==> src/rtl/bitty_pkg.sv <==
// Shared definitions for the BittyPro control unit: state codes, instruction
// field positions and operand-format encodings.
package bitty_pkg;

  typedef logic [2:0] state_t;

  localparam state_t StIdle  = 3'd0;
  localparam state_t StLoadS = 3'd1;
  localparam state_t StLoadC = 3'd2;
  localparam state_t StExec  = 3'd3;
  localparam state_t StWb    = 3'd4;

  localparam logic FMT_REG = 1'b0;
  localparam logic FMT_IMM = 1'b1;

  localparam int unsigned SEL_LSB  = 2;
  localparam int unsigned MODE_BIT = 1;
  localparam int unsigned FMT_BIT  = 0;
  localparam int unsigned IMM_LSB  = 6;

  // Register index width; a 2-register file still needs one select bit.
  function automatic int unsigned reg_w(int unsigned num_regs);
    return (num_regs <= 2) ? 1 : $clog2(num_regs);
  endfunction

endpackage

==> src/rtl/bitty_inst_decode.sv <==
// Combinational field extraction from a latched BittyPro instruction word.
module bitty_inst_decode
  import bitty_pkg::*;
#(
  parameter int unsigned NUM_REGS = 8,
  parameter int unsigned INST_W   = 16,
  parameter int unsigned DATA_W   = 16,
  localparam int unsigned REG_W   = reg_w(NUM_REGS)
) (
  input  logic [INST_W-1:0] inst_i,
  output logic [REG_W-1:0]  rx_o,
  output logic [REG_W-1:0]  ry_o,
  output logic [DATA_W-1:0] imm_o,
  output logic [3:0]        sel_o,
  output logic              mode_o,
  output logic              fmt_o
);

  localparam int unsigned ImmW = INST_W - REG_W - IMM_LSB;

  logic [ImmW-1:0] imm_raw;

  always_comb begin
    rx_o    = inst_i[INST_W-1 -: REG_W];
    ry_o    = inst_i[INST_W-1-REG_W -: REG_W];
    imm_raw = inst_i[INST_W-1-REG_W : IMM_LSB];
    imm_o   = DATA_W'(imm_raw);
    sel_o   = inst_i[SEL_LSB +: 4];
    mode_o  = inst_i[MODE_BIT];
    fmt_o   = inst_i[FMT_BIT];
  end

endmodule

==> src/rtl/bitty_control_fsm.sv <==
// Multi-cycle BittyPro controller: accepts one instruction per handshake and
// sequences S-load, C-load, optional ALU wait and writeback.
module bitty_control_fsm
  import bitty_pkg::*;
#(
  parameter int unsigned NUM_REGS = 8,
  parameter int unsigned ALU_LAT  = 0,
  parameter int unsigned DATA_W   = 16,
  parameter int unsigned INST_W   = 16,
  localparam int unsigned REG_W   = reg_w(NUM_REGS)
) (
  input  logic                clk,
  input  logic                reset,
  input  logic                inst_valid,
  input  logic [INST_W-1:0]   inst,
  output logic                ready,
  output logic [3:0]          sel,
  output logic                mode,
  output logic [REG_W-1:0]    mux_sel,
  output logic                imm_sel,
  output logic [DATA_W-1:0]   imm,
  output logic [NUM_REGS-1:0] reg_enable,
  output logic                s_enable,
  output logic                c_enable,
  output logic                done,
  output logic                err
);

  localparam logic [3:0] LatInit = (ALU_LAT > 0) ? 4'(ALU_LAT - 1) : 4'd0;
  localparam bit         HasExec = (ALU_LAT > 0);

  state_t              state_q, state_d;
  logic [INST_W-1:0]   inst_q, inst_d;
  logic [3:0]          cnt_q, cnt_d;

  logic [REG_W-1:0]    dec_rx, dec_ry;
  logic [DATA_W-1:0]   dec_imm;
  logic [3:0]          dec_sel;
  logic                dec_mode, dec_fmt;

  bitty_inst_decode #(
    .NUM_REGS (NUM_REGS),
    .INST_W   (INST_W),
    .DATA_W   (DATA_W)
  ) u_decode (
    .inst_i (inst_q),
    .rx_o   (dec_rx),
    .ry_o   (dec_ry),
    .imm_o  (dec_imm),
    .sel_o  (dec_sel),
    .mode_o (dec_mode),
    .fmt_o  (dec_fmt)
  );

  always_comb begin
    state_d = state_q;
    inst_d  = inst_q;
    cnt_d   = cnt_q;
    case (state_q)
      StIdle: begin
        if (inst_valid) begin
          inst_d  = inst;
          state_d = StLoadS;
        end
      end
      StLoadS: state_d = StLoadC;
      StLoadC: begin
        if (HasExec) begin
          state_d = StExec;
          cnt_d   = LatInit;
        end else begin
          state_d = StWb;
        end
      end
      StExec: begin
        if (cnt_q == 4'd0) begin
          state_d = StWb;
        end else begin
          cnt_d = cnt_q - 4'd1;
        end
      end
      StWb:    state_d = StIdle;
      default: state_d = StIdle;
    endcase
  end

  always_ff @(posedge clk) begin
    if (reset) begin
      state_q <= StIdle;
      inst_q  <= '0;
      cnt_q   <= '0;
    end else begin
      state_q <= state_d;
      inst_q  <= inst_d;
      cnt_q   <= cnt_d;
    end
  end

  // Moore output decode; everything defaults to idle-quiet.
  always_comb begin
    ready      = 1'b0;
    sel        = 4'd0;
    mode       = 1'b0;
    mux_sel    = '0;
    imm_sel    = 1'b0;
    imm        = '0;
    reg_enable = '0;
    s_enable   = 1'b0;
    c_enable   = 1'b0;
    done       = 1'b0;
    err        = 1'b0;
    case (state_q)
      StIdle: ready = 1'b1;
      StLoadS: begin
        sel      = dec_sel;
        mode     = dec_mode;
        mux_sel  = dec_rx;
        s_enable = 1'b1;
      end
      StLoadC: begin
        sel      = dec_sel;
        mode     = dec_mode;
        c_enable = 1'b1;
        if (dec_fmt == FMT_IMM) begin
          imm_sel = 1'b1;
          imm     = dec_imm;
        end else begin
          mux_sel = dec_ry;
        end
      end
      StExec: begin
        sel  = dec_sel;
        mode = dec_mode;
      end
      StWb: begin
        sel  = dec_sel;
        mode = dec_mode;
        done = 1'b1;
        if (32'(dec_rx) < NUM_REGS) begin
          reg_enable = NUM_REGS'(1) << dec_rx;
        end else begin
          err = 1'b1;
        end
      end
      default: ;
    endcase
  end

endmodule

==> config.mk <==
export PLATFORM = sky130hd
export DESIGN_NAME = bitty_control_fsm
export DESIGN_NICKNAME = d
export VERILOG_FILES = /design/src/rtl/bitty_pkg.sv /design/src/rtl/bitty_inst_decode.sv /design/src/rtl/bitty_control_fsm.sv
export SDC_FILE = /design/constraint.sdc
export NUM_CORES = 1
export LEC_CHECK = 0
export ABC_AREA = 1
export CORE_MARGIN = 2
export CORE_UTILIZATION = 44
export DETAILED_ROUTE_END_ITERATION = 10
export PLACE_DENSITY = 0.81
export SYNTH_ARGS = -nofsm -noshare
export SYNTH_HDL_FRONTEND = slang
export SYNTH_HIERARCHICAL = 1
export SYNTH_SLANG_ARGS = --single-unit
==> constraint.sdc <==
create_clock -name clk -period 1.4 [get_ports clk]
set_input_delay 0.35 -clock clk [delete_from_list [all_inputs] [get_ports clk]]
set_output_delay 0.35 -clock clk [all_outputs]
set_load 0.02 [all_outputs]
==> results of run 1 <==
path summary, 6_finish.rpt:
kind	to	depth (start not counted)	start	slack, ps
worst min register to register	inst_q[1]	2	inst_q[1]	470
worst max register to register	inst_q[0]	7	state_q[0]	150
worst max-delay path	imm[1]	7	state_q[2]	-400
worst min-delay path	inst_q[1]	2	inst_q[1]	470
logic make-up (layout without fill, tap and decap cells):
logic type / after synthesis / after routing / synth area share [%]
xor gates and xnor gates: 1 / 1 / 0.597
adders and majority gates: 1 / 1 / 0.853
other: 2 / 10 / 0.512
buffers and inverters: 70 / 120 / 27.3
AOI/OAI and AO/OA: 24 / 24 / 8.19
and+or+nand+nor: 102 / 103 / 31.1
DFF: 23 / 23 / 31.4
worst max-delay path, cell delays in order (launching register included):
cell and delay, ps:
dfxtp_2 350, inv_4 80, nand2_4 60, nor2_4 170
buf_6 150, nand2_8 70, nor2_4 120, buf_6 120
report_power, final:
group	switching, mW	leakage [nW]	internal [mW]
Sequential	0.0329	0.191	0.688
Combinational	0.217	0.770	0.207
Clock	0.202	0.0150	0.112
Total	0.451	0.976	1.01
cells in the final DEF (no fill, tap or decap), drive strengths merged:
master and count:
buf 64, a21oi 20, dfxtp 23, nor3 4
clkdlybuf4s50 18, inv 32, ha 1, nand4 1
o21ai 4, nand2 38, xor2 1, conb 10
nor2 39, nand3 21, clkbuf 4, clkinv 2
timing repair:
item | 4_1_cts | 5_1_grt
setup endpoints to repair | 28 | 29
cloned | 1 | 0
resized for setup | 180 | 17
pin swaps | 4 | 5
setup buffers | 4 | 4
flip-flops by register name, indices dropped and copies added, names as in the netlist:
| name | count |
|---|---|
| state_q | 3 |
| cnt_q | 4 |
| inst_q | 16 |
metrics by stage:
step	hold WS, ps	cell area [um2]
floorplan	421	1640
global placement	451	2110
detailed placement	455	2110
CTS	473	2280
global route	494	2380
finish	473	2380
final cells by class:
cell class,instances,area [um2],area share (%)
Tap cell,44,55.1,2.31
Clock buffer,4,26.3,1.10
Inverter,34,139,5.82
Multi-Input combinational cell,139,880,36.9
Timing Repair Buffer,82,813,34.1
Sequential cell,23,472,19.8
layer usage:
layer / up-vias / part of all wire [%] / GRT usage [%]
li1: 764 / - / -
met1: 627 / 42 / 24.9
met2: 47 / 51 / 36.7
met3: 6 / 4.5 / 2.69
met4: 0 / 2.4 / 10.3
met5: - / 0 / 0
==> qor.yml, run 1 <==
drv_slew: 0
initial_core_util_pct: 47.3
fmax_mhz: 556
core-area_mm2: 0.00310
p_leak_nw: 0.976
insertion_delay_ps: 320
hold_viol: 0
via_count: 1444
synth_most_common_cell: "nor2_1"
maxCapViolCount: 0
ctsHoldBuffers: 0
io_buffers: 46
crit_fanout: 5
dieWidth_um: 61.7
worstSetupEndpointType: "primary output"
yosys_most_used_dff: "dfxtp_1"
clkTransAtPathRegs_ps: 120
setup_ws_ps: -397
cts_made_buffers: 3
cts_htree_levels: 1
tritoncts: "done"
grt_pass1_wl_um: 5750
ys_seq_area_share_pct: 31.4
routedWlPerCell_um: 10.7
synth_async_sr_flop_share_pct: 0
violations: "setup timing"
gp_congestion: 0.785
startpoint_type: "flop"
areaGrowthSynthToFinish_pct: 62.6
antenna_found_initial: 0
dieArea_mm2: 0.00381
required_ps: 1050
overflow: 0
rsz0062_at_grt: "true"
grt_usage_pct: 20.9
synthCells: 223
grt_pass1_vias: 1268
fin_util_pct: 76.9
ant_nets: 0
final_cells: 326
placedCellCount: 313
clkSinkCount: 23
remaining_drc_errors: 0
nFillCells: 219
num_antenna_cells: 0
syn-cell-area_mm2: 0.00147
yosys-top-cells-count: "nor2_1, nand2_1, inv_1, buf_4, dfxtp_1"
final.min_clock_period_ps: 1800
rows: 20
path_class: "reg -> out"
cp.arrival_ps: 1450
peakVddDrop_mv: 0.464
final_nets: 303
cts-root-buf: "clkbuf_4"
drt-total-wl_um: 3470
total_power_mw: 1.46
drive_gt1_share_pct: 40.8
setup_tns_ps: -9030
ys_types: 25
period_share_pct: 128
powerDensity_mw_per_mm2: 612
yosysTopAreaCellShare_pct: 31.4
routed_via_density: 4.43
status: "complete, but fails checks"
yosys_warnings: 6
ys_ff_latch: 23
hpwl_um: 2330
avgSynthCellArea_um2: 6.58
ys_top_cells_by_area: "dfxtp_1, buf_4, nor2_1"
num_io_pins: 57
synth_edf_count: 0
drtPass1Iterations: 4
min_path_type: "reg -> reg"
setup_violations: 28
clock_path_buffers: 2
first_iter_violations: 46
synth_top_area_cell: "dfxtp_1"
dp_slack_ps: -506
skew_ps: 3.91
grt_max_degree: 17
die_h_um: 61.7
No activity file was read; power rests on OpenSTA's default activity.
==> run 2: changes to the inputs <==
--- a/config.mk
+++ b/config.mk
@@ -9,6 +9,7 @@
 export CORE_MARGIN = 2
 export CORE_UTILIZATION = 44
 export DETAILED_ROUTE_END_ITERATION = 10
+export MAX_ROUTING_LAYER = met4
 export PLACE_DENSITY = 0.81
 export SYNTH_ARGS = -nofsm -noshare
 export SYNTH_HDL_FRONTEND = slang
==> qor.yml, run 2 (synthesized netlist as in run 1, its figures left out) <==
drv_slew: 0  # unchanged
p_sw_share_pct: 30.8  # was 30.9%
grt_usage_pct: 21.4  # was 20.9%
first_iter_violations: 34  # was 46
routedWlPerCell_um: 10.6  # was 10.7 um
overflow: 0  # unchanged
path_class: "reg -> out"  # unchanged
hpwl_um: 2330  # unchanged
powerDensity_mw_per_mm2: 610  # was 612 mW/mm2
num_io_pins: 57  # unchanged
clock_path_buffers: 2  # unchanged
remaining_drc_errors: 0  # unchanged
reg2reg_depth: 7  # unchanged
crit_path_end: "imm[1]"  # unchanged
setup_violations: 28  # unchanged
final_nets: 303  # unchanged
drtPass1Iterations: 4  # unchanged
final.min_clock_period_ps: 1790  # was 1800 ps
combPwrFrac_pct: 29.1  # was 29.0%
worstSetupEndpointType: "primary output"  # unchanged
grt_pass1_vias: 1273  # was 1268
dieArea_mm2: 0.00381  # unchanged
p_clk_share_pct: 21.3  # was 21.5%
tritoncts: "done"  # unchanged
worst_path_largest_cell_delay_ps: 350  # about the same
crit_chain: "inv_4, nand2_4, nor2_4, buf_6, nand2_8, nor2_4, buf_6"  # unchanged
p_leak_nw: 0.976  # unchanged
r2r-start: "state_q[0]"  # unchanged
fmax_mhz: 558  # was 556 MHz
cts_htree_levels: 1  # unchanged
violations: "setup timing"  # unchanged
grt_pass1_wl_um: 5740  # was 5750 um
hold_viol: 0  # unchanged
clkSinkCount: 23  # unchanged
worstHoldStart: "inst_q[1]"  # unchanged
min_path_type: "reg -> reg"  # unchanged
grt_max_degree: 17  # unchanged
core-area_mm2: 0.00310  # unchanged
routed_via_density: 4.40  # was 4.43
startpoint_type: "flop"  # unchanged
required_ps: 1050  # about the same
via_count: 1433  # was 1444
drive_gt1_share_pct: 40.8  # unchanged
r2r-end: "inst_q[0]"  # unchanged
timing.hold.ws_ps: 472  # was 473 ps
worst_path_max_delay_cell: "dfxtp_2"  # unchanged
p_switching_mw: 0.448  # was 0.451 mW
reg.largest.list: "inst_q: 16 flops, cnt_q: 4 flops, state_q: 3 flops"  # unchanged
ff2ff_setup_slack_ps: 150  # about the same
p_seq_share_pct: 49.6  # was 49.5%
cts_made_buffers: 3  # unchanged
crit_fanout: 5  # unchanged
areaGrowthSynthToFinish_pct: 62.6  # unchanged
maxCapViolCount: 0  # unchanged
final_cell_mix: "buf_6, inv_1, nand2_1, buf_4, a21oi_1"  # unchanged
initial_core_util_pct: 47.3  # unchanged
largest_register_ff_count: 16  # unchanged
regMostFlops: "inst_q"  # unchanged
io_buffers: 46  # unchanged
ant_nets: 0  # unchanged
cts-root-buf: "clkbuf_4"  # unchanged
die_h_um: 61.7  # unchanged
status: "complete, but fails checks"  # unchanged
crit_path_start: "state_q[2]"  # unchanged
drt-total-wl_um: 3470  # about the same
setup_ws_ps: -393  # was -397 ps
clkTransAtPathRegs_ps: 120  # about the same
gp_congestion: 0.796  # was 0.785
rsz0062_at_grt: "true"  # unchanged
cp.arrival_ps: 1440  # was 1450 ps
total_power_mw: 1.46  # about the same
antenna_found_initial: 0  # unchanged
num_antenna_cells: 0  # unchanged
skew_ps: 1.43  # was 3.91 ps
p_int_mw: 1.01  # about the same
peakVddDrop_mv: 0.463  # was 0.464 mV
insertion_delay_ps: 320  # about the same
final_common_cell: "buf_6"  # unchanged
period_share_pct: 128  # about the same
dieWidth_um: 61.7  # unchanged
rows: 20  # unchanged
==> run 2: cell counts in the layout (fill, tap and decap cells not counted) <==
Identical to the previous run, type by type.
==> run 2: power by group through the flow <==
stage          logic [mW]  clock network (mW)  registers (mW)
2_1_floorplan       0.266                   0           0.724
3_3_place_gp        0.366                   0           0.725
3_5_place_dp        0.371                   0           0.726
4_1_cts             0.404               0.322           0.718
5_1_grt             0.464               0.348           0.727
6_report            0.423               0.311           0.721
==> run 2: how the worst min path moves through the flow <==
stage / to / slack (ps) / cells past startpoint
2_1_floorplan: state_q[2] / 420 / 1
4_1_cts: inst_q[1] / 470 / 2
5_1_grt: inst_q[1] / 490 / 2
3_3_place_gp: inst_q[3] / 450 / 2
6_report: inst_q[1] / 470 / 2
3_5_place_dp: inst_q[8] / 460 / 2
==> run 2: layer usage <==
layer | GRT usage [%] | vias to the layer above | wire length [um]
li1 | - | 765 | -
met1 | 24.9 | 619 | 1450
met2 | 36.7 | 43 | 1780
met3 | 2.07 | 6 | 155
met4 | 10.3 | 0 | 85
met5 | - | - | 0
==> run 2: repair_timing <==
action | CTS | global route
gates resized for setup | 180 | 17
pin swaps | 4 | 5
cloned | 1 | 0
hold buffers | 0 | 0
setup buffers | 4 | 4
setup endpoints to repair | 28 | 29
==> run 2: through the flow <==
| stage | cells | area (um2) | setup TNS (ps) | utilization (%) | setup slack (ps) |
|---|---|---|---|---|---|
| after global placement | 313 | 2110 | -11390 | 67.9 | -474 |
| final | 326 | 2380 | -8900 | 76.9 | -393 |
| after CTS | 322 | 2280 | -9200 | 73.6 | -389 |
| after detailed placement | 313 | 2110 | -11920 | 67.9 | -506 |
| after global routing | 326 | 2380 | -10540 | 76.9 | -464 |
| after floorplan | 231 | 1640 | -1200 | - | -124 |
==> run 2: area by class of cell <==
class / instances / area, um2
Multi-Input combinational cell: 139 / 880
Timing Repair Buffer: 82 / 813
Fill cell: 219 / 718
Sequential cell: 23 / 472
Inverter: 34 / 139
Tap cell: 44 / 55.1
Clock buffer: 4 / 26.3
==> run 2: critical path: cells and delay by family (launching register included) <==
kind	cells	cell delay, ps
and+or+nand+nor	4	420
DFF	1	350
buffers and inverters	3	350
==> run 3: changes to the inputs <==
--- a/config.mk
+++ b/config.mk
@@ -11,6 +11,7 @@
 export DETAILED_ROUTE_END_ITERATION = 10
 export MAX_ROUTING_LAYER = met4
 export PLACE_DENSITY = 0.81
+export SLEW_MARGIN = 20
 export SYNTH_ARGS = -nofsm -noshare
 export SYNTH_HDL_FRONTEND = slang
 export SYNTH_HIERARCHICAL = 1
==> results of run 3 <==
The final DEF is identical to that of run 2; final timing and power are the same.
